<file path="src/rtl/bytes2bits_stream.sv">
// Streaming byte-to-bit unpacker: one byte in per handshake, OUT_W-bit words out, LSB-first.
// Optional per-message word counter on words_o when BYTES2BITS_WORD_CNT_EN is defined.
module bytes2bits_stream #(
  parameter int OUT_W = 1
) (
  input  logic             clk_i,
  input  logic             rst_ni,
  input  logic             byte_valid_i,
  input  logic [7:0]       byte_i,
  input  logic             byte_last_i,
  output logic             byte_ready_o,
  output logic             bits_valid_o,
  output logic [OUT_W-1:0] bits_o,
  output logic             bits_last_o,
  input  logic             bits_ready_i,
  output logic [15:0]      words_o
);

  // state   | meaning
  // S_RUN   | accepting bytes; only full words are offered
  // S_DRAIN | last byte taken; flushing the buffer, final word may be zero-padded

  localparam int BUF_W = OUT_W + 8;
  localparam int CNT_W = $clog2(BUF_W + 1);
  localparam logic [CNT_W-1:0] OUT_W_C = CNT_W'(OUT_W);
  localparam logic [CNT_W-1:0] EIGHT_C = CNT_W'(8);

  if (OUT_W < 1 || OUT_W > 12) begin : g_bad_out_w
    $error("bytes2bits_stream: OUT_W must be in 1..12");
  end

  typedef enum logic {S_RUN, S_DRAIN} state_t;

  state_t             state_q, state_d;
  logic [BUF_W-1:0]   bit_buf_q, bit_buf_d, buf_pop;
  logic [CNT_W-1:0]   cnt_q, cnt_d, cnt_pop;
  logic               push, pop;

  // count + 8 <= BUF_W reduces to count <= OUT_W; registers only, no path from bits_ready_i
  assign byte_ready_o = (state_q == S_RUN) && (cnt_q <= OUT_W_C);
  assign bits_valid_o = (state_q == S_RUN) ? (cnt_q >= OUT_W_C) : (cnt_q != '0);
  assign bits_last_o  = (state_q == S_DRAIN) && (cnt_q <= OUT_W_C);
  assign bits_o       = bit_buf_q[OUT_W-1:0];

  assign push = byte_valid_i && byte_ready_o;
  assign pop  = bits_valid_o && bits_ready_i;

  always_comb begin
    buf_pop   = bit_buf_q;
    cnt_pop   = cnt_q;
    if (pop) begin
      buf_pop = bit_buf_q >> OUT_W;
      cnt_pop = (cnt_q > OUT_W_C) ? (cnt_q - OUT_W_C) : '0;
    end
    bit_buf_d = buf_pop;
    cnt_d     = cnt_pop;
    if (push) begin
      bit_buf_d = buf_pop | (BUF_W'(byte_i) << cnt_pop);
      cnt_d     = cnt_pop + EIGHT_C;
    end
  end

  always_comb begin
    state_d = state_q;
    case (state_q)
      S_RUN:   if (push && byte_last_i) state_d = S_DRAIN;
      S_DRAIN: if (pop && (cnt_pop == '0)) state_d = S_RUN;
      default: state_d = S_RUN;
    endcase
  end

  always_ff @(posedge clk_i or negedge rst_ni) begin
    if (!rst_ni) begin
      state_q   <= S_RUN;
      bit_buf_q <= '0;
      cnt_q     <= '0;
    end else begin
      state_q   <= state_d;
      bit_buf_q <= bit_buf_d;
      cnt_q     <= cnt_d;
    end
  end

`ifdef BYTES2BITS_WORD_CNT_EN
  logic [15:0] words_q;
  logic        msg_start_q;

  // The first push of a message always arrives at count 0, so it never coincides with a pop.
  always_ff @(posedge clk_i or negedge rst_ni) begin
    if (!rst_ni) begin
      words_q     <= '0;
      msg_start_q <= 1'b1;
    end else begin
      if (push && msg_start_q) words_q <= pop ? 16'd1 : 16'd0;
      else if (pop)            words_q <= words_q + 16'd1;
      if (push)                                        msg_start_q <= 1'b0;
      else if (state_q == S_DRAIN && state_d == S_RUN) msg_start_q <= 1'b1;
    end
  end

  assign words_o = words_q;
`else
  assign words_o = '0;
`endif

endmodule

</file>
<file path="config.mk">
export PLATFORM = sky130hd
export DESIGN_NAME = bytes2bits_stream
export DESIGN_NICKNAME = d
export VERILOG_FILES = /design/src/rtl/bytes2bits_stream.sv
export SDC_FILE = /design/constraint.sdc
export NUM_CORES = 1
export LEC_CHECK = 0
export ABC_CLOCK_PERIOD_IN_PS = 4700
export CAP_MARGIN = 20
export CORE_MARGIN = 10
export CORE_UTILIZATION = 30
export DETAILED_ROUTE_END_ITERATION = 6
export SLEW_MARGIN = 20
export SYNTH_ARGS = -nofsm -noshare
export SYNTH_HDL_FRONTEND = slang
export SYNTH_SLANG_ARGS = --single-unit
</file>
<file path="constraint.sdc">
create_clock -name clk_i -period 4.7 [get_ports clk_i]
set_input_delay 0.94 -clock clk_i [delete_from_list [all_inputs] [get_ports clk_i]]
set_output_delay 0.94 -clock clk_i [all_outputs]
set_load 0.02 [all_outputs]
</file>
==> results.cfg, run 1 <==
[synth]
synth_top_family_by_area = compound AO/OA/AOI/OAI gates
syn_inst = 150
syn_area_per_cell_um2 = 8.68
yosys.area_share.simple_pct = 16.6
synthMuxAreaShare_pct = 10.2
synth_fa_ha_area_share_pct = 2.88
yosys_warnings = 0
synth_cell_types = 51
ys_ff_latch = 14
synth_compound_area_share_pct = 29.0
synthArstFlopShare_pct = 100
synthXorXnorAreaFrac_pct = 0
synthFlopType = dfrtp_1
netlist_area_mm2 = 0.00130
synth-edff-count = 0
ys_seq_area_share_pct = 26.9

[die]
design.die.area_mm2 = 0.00738
die_y_um = 85.9
initial_core_util_pct = 31.9
num_rows = 23
die_w_um = 85.9
core-area_mm2 = 0.00409
ios = 33

[global_routing]
grt_pass1_vias = 1128
overflow = 0
grtUsageTotal_pct = 9.04
grt_max_degree = 15
grt_pass1_wl_mm = 5.55
antenna_found_initial = 0

[routing]
viasPerCell = 5.28
drtIter0Drc = 100
vias = 1119
firstDrtPassIters = 4
drc = 0
drt.antenna.violating_nets = 0
wl_mm = 3.33
wl_per_cell_um = 15.7

[power_and_ir_drop]
swShare_pct = 49.0
power_frac_seq_pct = 25.2
power.density_mw_per_mm2 = 648
switchingPower_mw = 0.466
ir_drop_mv = 0.126
internal_power_mw = 0.484
leakage_nw = 0.610
clkPwrFrac_pct = 10.3
pwr-share-comb_pct = 64.5

[clocking]
cts_setup_buffers = 0
cts-root-buf = clkbuf_8
holdBufCountCts = 0
clock_latency_ns = 0.25
clk_path_buf_depth = 2
cts_tree = done
cts_resized = 0
cts_buffers = 3
h-tree-depth = 1
cts_sinks = 14
clk_pin_slew_ns = 0.05

[critical_path]
cpLargestDelayFamily = buffers and inverters
crit_fanout = 12
r2r_setup_slack_ns = 1.83
setup.worst_path.start_class = flop
crit_path_cell_trace = inv_1 -> ha_1 -> or3b_1 -> a21o_1 -> clkdlybuf4s50_1
worstSetupPathType = flop to output port
required_ns = 3.76
crit_arrival_ns = 2.51
slowest_stage = clkdlybuf4s50_1
cp_num_buf_inv = 2
worst_path_largest_cell_delay_ns = 0.53
critPathCaptureType = output port

[sta]
worstMarginPinSlew_ns = 0.626
hold_ws_ns = 0.504
hold_violations = 0
slew_headroom_pct = 58.1
fin_crit_ns = 3.45
setup_tns_ns = 0
setup_violations = 0
grt_setup_unrepaired = no
fin_skew_ns = 0.00127
slew_viol_final = 0
post-route-period-util_pct = 73.4
max_freq_mhz = 290

[run]
drv_cap = 0

[layout]
area_growth_pct = 12.5
nets = 180
diodes = 0
mostFrequentLayoutCells = 16 x conb_1, 16 x clkdlybuf4s50_1, 14 x nor2_1, 14 x dfrtp_1, 11 x mux2i_1
layout-drive-gt1-share_pct = 8.64

[place]
gp_congestion = 0.830
dp.final_hpwl_mm = 2.71
numPortBuffers = 16

[min_path]
min_path_type = flop to flop

[status]
outcome = finished clean
sequential cells by signal (all words and copies together), names as in the netlist:
name       count
state_q        1
bit_buf_q      9
cnt_q          4
stage by stage:
step / utilization [%] / cells / instance area (µm²) / power, mW / setup slack (ns)
after global routing: 35.9 / 212 / 1470 / 1.04 / 1.15
after CTS: 35.9 / 212 / 1470 / 0.949 / 1.24
final: 35.9 / 212 / 1470 / 0.950 / 1.25
after detailed placement: 34.8 / 209 / 1420 / 0.848 / 1.51
after global placement: 34.8 / 209 / 1420 / 0.848 / 1.54
after floorplan: - / 165 / 1360 / 0.726 / 2.07
synthesized netlist by cell type (all sizes together) (4+ instances only):
library cell	instances	share of area, %
o21ai	8	3.4
nand3	4	1.5
nor2	14	4.0
mux2i	11	8.5
dfrtp	14	27
inv	7	2.0
o211ai	6	3.5
a21oi	4	2.4
buf	21	12
nand2	8	2.3
layer usage:
layer | GRT usage (%) | vias up | share of wire (%)
met5 | 0 | - | 0
met4 | 2.10 | 0 | 1.0
met3 | 3.97 | 7 | 8.4
met2 | 13.5 | 39 | 45
met1 | 11.6 | 525 | 46
li1 | - | 548 | -
worst reg2reg max path: cells and delay by family (launching register included):
kind | cells | cell delay, ns
adder cells (fa/ha/maj) | 1 | 0.25
buffers and inverters | 2 | 0.41
AND/OR/NAND/NOR | 1 | 0.52
flip-flops | 1 | 0.50
AO/OA/AOI/OAI | 3 | 0.80
multiplexers | 1 | 0.25
logic make-up after synthesis:
| family | count (synthesis) |
|---|---|
| and+or+nand+nor | 43 |
| other | 1 |
| DFF | 14 |
| adders and majority gates | 3 |
| muxes | 13 |
| buffers and inverters | 29 |
| AOI/OAI and AO/OA | 47 |
final timing paths:
kind	endpoint	from	depth (start not counted)
max	bits_valid_o	cnt_q[0]	5
min	bit_buf_q[4]	bit_buf_q[4]	2
max reg2reg	bit_buf_q[3]	cnt_q[0]	8
min reg2reg	bit_buf_q[4]	bit_buf_q[4]	2
max in group asynchronous	bit_buf_q[2]	rst_ni	1
min in group asynchronous	state_q	rst_ni	1
area by class of cell:
type	instances	area, µm²
clock buffers	3	41.3
repair buffers	16	160
multi-input cells	122	825
fillers	432	2620
well taps	50	62.6
inverters	7	26.3
flip-flops and latches	14	350
power groups by stage:
stage          clock network, mW  registers, mW  logic [mW]
2_1_floorplan                  0          0.214       0.512
3_3_place_gp                   0          0.240       0.608
3_5_place_dp                   0          0.241       0.607
4_1_cts                   0.0996          0.239       0.610
5_1_grt                    0.106          0.246       0.684
6_report                  0.0981          0.239       0.613
Power figures use the tool's default switching activity.
==> run 2: changes to the inputs <==
--- a/config.mk
+++ b/config.mk
@@ -5,7 +5,7 @@
 export SDC_FILE = /design/constraint.sdc
 export NUM_CORES = 1
 export LEC_CHECK = 0
-export ABC_CLOCK_PERIOD_IN_PS = 4700
+export ABC_CLOCK_PERIOD_IN_PS = 3550
 export CAP_MARGIN = 20
 export CORE_MARGIN = 10
 export CORE_UTILIZATION = 30
==> constraint.sdc (replaced) <==
create_clock -name clk_i -period 3.55 [get_ports clk_i]
set_input_delay 0.71 -clock clk_i [delete_from_list [all_inputs] [get_ports clk_i]]
set_output_delay 0.71 -clock clk_i [all_outputs]
set_load 0.02 [all_outputs]
==> run 2 against run 1 <==
Net effect:
- largest power group unchanged
- utilization is 0.34 points higher
- largest cell class unchanged
- first-iteration DRC count is 14% lower
- register-to-register slack worse by 1.2 ns
==> results.cfg, run 2 (synthesis gave the netlist of run 1 again) <==
[power_and_ir_drop]
switchingPower_mw = 0.614
ir_drop_mv = 0.195
power.density_mw_per_mm2 = 863
internal_power_mw = 0.663
power_frac_seq_pct = 24.7
pwr-share-comb_pct = 63.0
leakage_nw = 0.617
p_total_mw = 1.28
swShare_pct = 48.1
clkPwrFrac_pct = 12.3

[routing]
viasPerCell = 5.20
drt.antenna.violating_nets = 0
vias = 1108
drc = 0
drtIter0Drc = 86
wl_per_cell_um = 15.7
firstDrtPassIters = 4
wl_mm = 3.34

[global_routing]
grtUsageTotal_pct = 9.04
grt_pass1_wl_mm = 5.52
grt_pass1_vias = 1109
antenna_found_initial = 0
grt_max_degree = 15
overflow = 0

[place]
dp.final_hpwl_mm = 2.74
numPortBuffers = 16
placed_area_mm2 = 0.00142
gp_congestion = 0.834
dp_cells = 209
post-place-ws_ns = 0.591

[layout]
finalInstanceArea_mm2 = 0.00148
fin_util_pct = 36.2
largest-register = bit_buf_q
nets = 180
largest_reg_flops = 9
diodes = 0
area_growth_pct = 13.5
layout-drive-gt1-share_pct = 9.20
largestRegisters = bit_buf_q x9, cnt_q x4, state_q x1
layoutNonFillerInstCount = 213
mostFrequentLayoutCells = 16 x conb_1, 16 x clkdlybuf4s50_1, 14 x nor2_1, 14 x dfrtp_1, 11 x mux2i_1

[clocking]
cts_tree = done
clock_latency_ns = 0.25
cts-root-buf = clkbuf_8
cts_resized = 0
holdBufCountCts = 0
cts_sinks = 14
clk_path_buf_depth = 2
h-tree-depth = 1
clk_pin_slew_ns = 0.06
cts_buffers = 3
cts_setup_buffers = 0

[min_path]
min_path_type = flop to flop

[critical_path]
crit_fanout = 12
worst_path_largest_cell_delay_ns = 0.53
crit_arrival_ns = 2.51
cp_num_buf_inv = 2
critPathCaptureType = output port
cpLargestDelayFamily = buffers and inverters
required_ns = 2.84
crit_path_cell_trace = inv_1 -> ha_1 -> or3b_1 -> a21o_1 -> clkdlybuf4s50_1
worstSetupPathType = flop to output port
setup.worst_path.start_class = flop
slowest_stage = clkdlybuf4s50_1

[die]
die_y_um = 85.9
ios = 33
initial_core_util_pct = 31.9
core-area_mm2 = 0.00409
num_rows = 23
die_w_um = 85.9
design.die.area_mm2 = 0.00738

[sta]
slew_viol_final = 0
slew_headroom_pct = 57.8
hold_ws_ns = 0.504
worstMarginPinSlew_ns = 0.631
fin_ws_ns = 0.335
grt_setup_unrepaired = no
setup_violations = 0
setup_tns_ns = 0
fin_skew_ns = 0.00333
post-route-period-util_pct = 90.6
fin_crit_ns = 3.22
max_freq_mhz = 311
hold_violations = 0

[status]
outcome = finished clean

[run]
drv_cap = 0
-- run 2: changes by cell type in the layout (fill, tap and decap cells not counted), sizes merged --
cell	previous run	this run
clkbuf	3	4
-- run 2: worst register-to-register path, stage by stage, from the launching register on --
cell      delay [ns]
dfrtp_1         0.51
inv_1           0.23
ha_1            0.25
or3b_1          0.51
a21oi_4         0.45
o21ai_2         0.19
inv_2           0.18
mux2i_1         0.27
o221ai_1        0.14
-- run 2: worst paths after layout --
path	startpoint	endpoint	slack (ns)	cells after the start
max	cnt_q[0]	bits_valid_o	0.33	5
max in group asynchronous	rst_ni	bit_buf_q[2]	2.29	1
max reg2reg	cnt_q[0]	bit_buf_q[2]	0.68	8
min in group asynchronous	rst_ni	state_q	0.85	1
min	bit_buf_q[4]	bit_buf_q[4]	0.50	2
min reg2reg	bit_buf_q[4]	bit_buf_q[4]	0.50	2
-- run 2: final cells by class --
| class | count | area (µm²) |
|---|---|---|
| Clock buffer | 4 | 55.1 |
| Inverter | 7 | 26.3 |
| Timing Repair Buffer | 16 | 160 |
| Tap cell | 50 | 62.6 |
| Multi-Input combinational cell | 122 | 825 |
| Sequential cell | 14 | 350 |
| Fill cell | 433 | 2610 |
-- run 2: power by group through the flow --
| stage | sequential (mW) | combinational [mW] | clock (mW) |
|---|---|---|---|
| after floorplan | 0.283 | 0.678 | 0 |
| after global placement | 0.317 | 0.805 | 0 |
| after detailed placement | 0.316 | 0.804 | 0 |
| after CTS | 0.315 | 0.807 | 0.162 |
| after global routing | 0.329 | 0.895 | 0.172 |
| final | 0.316 | 0.805 | 0.156 |
-- run 2: routing by layer --
layer  track usage [%]  vias up  wire length (µm)
met4              2.25        0                46
met2              14.1       34              1510
met1              11.1      518              1540
met5                 0        -                 0
li1                  -      550                 -
met3              3.78        6               244
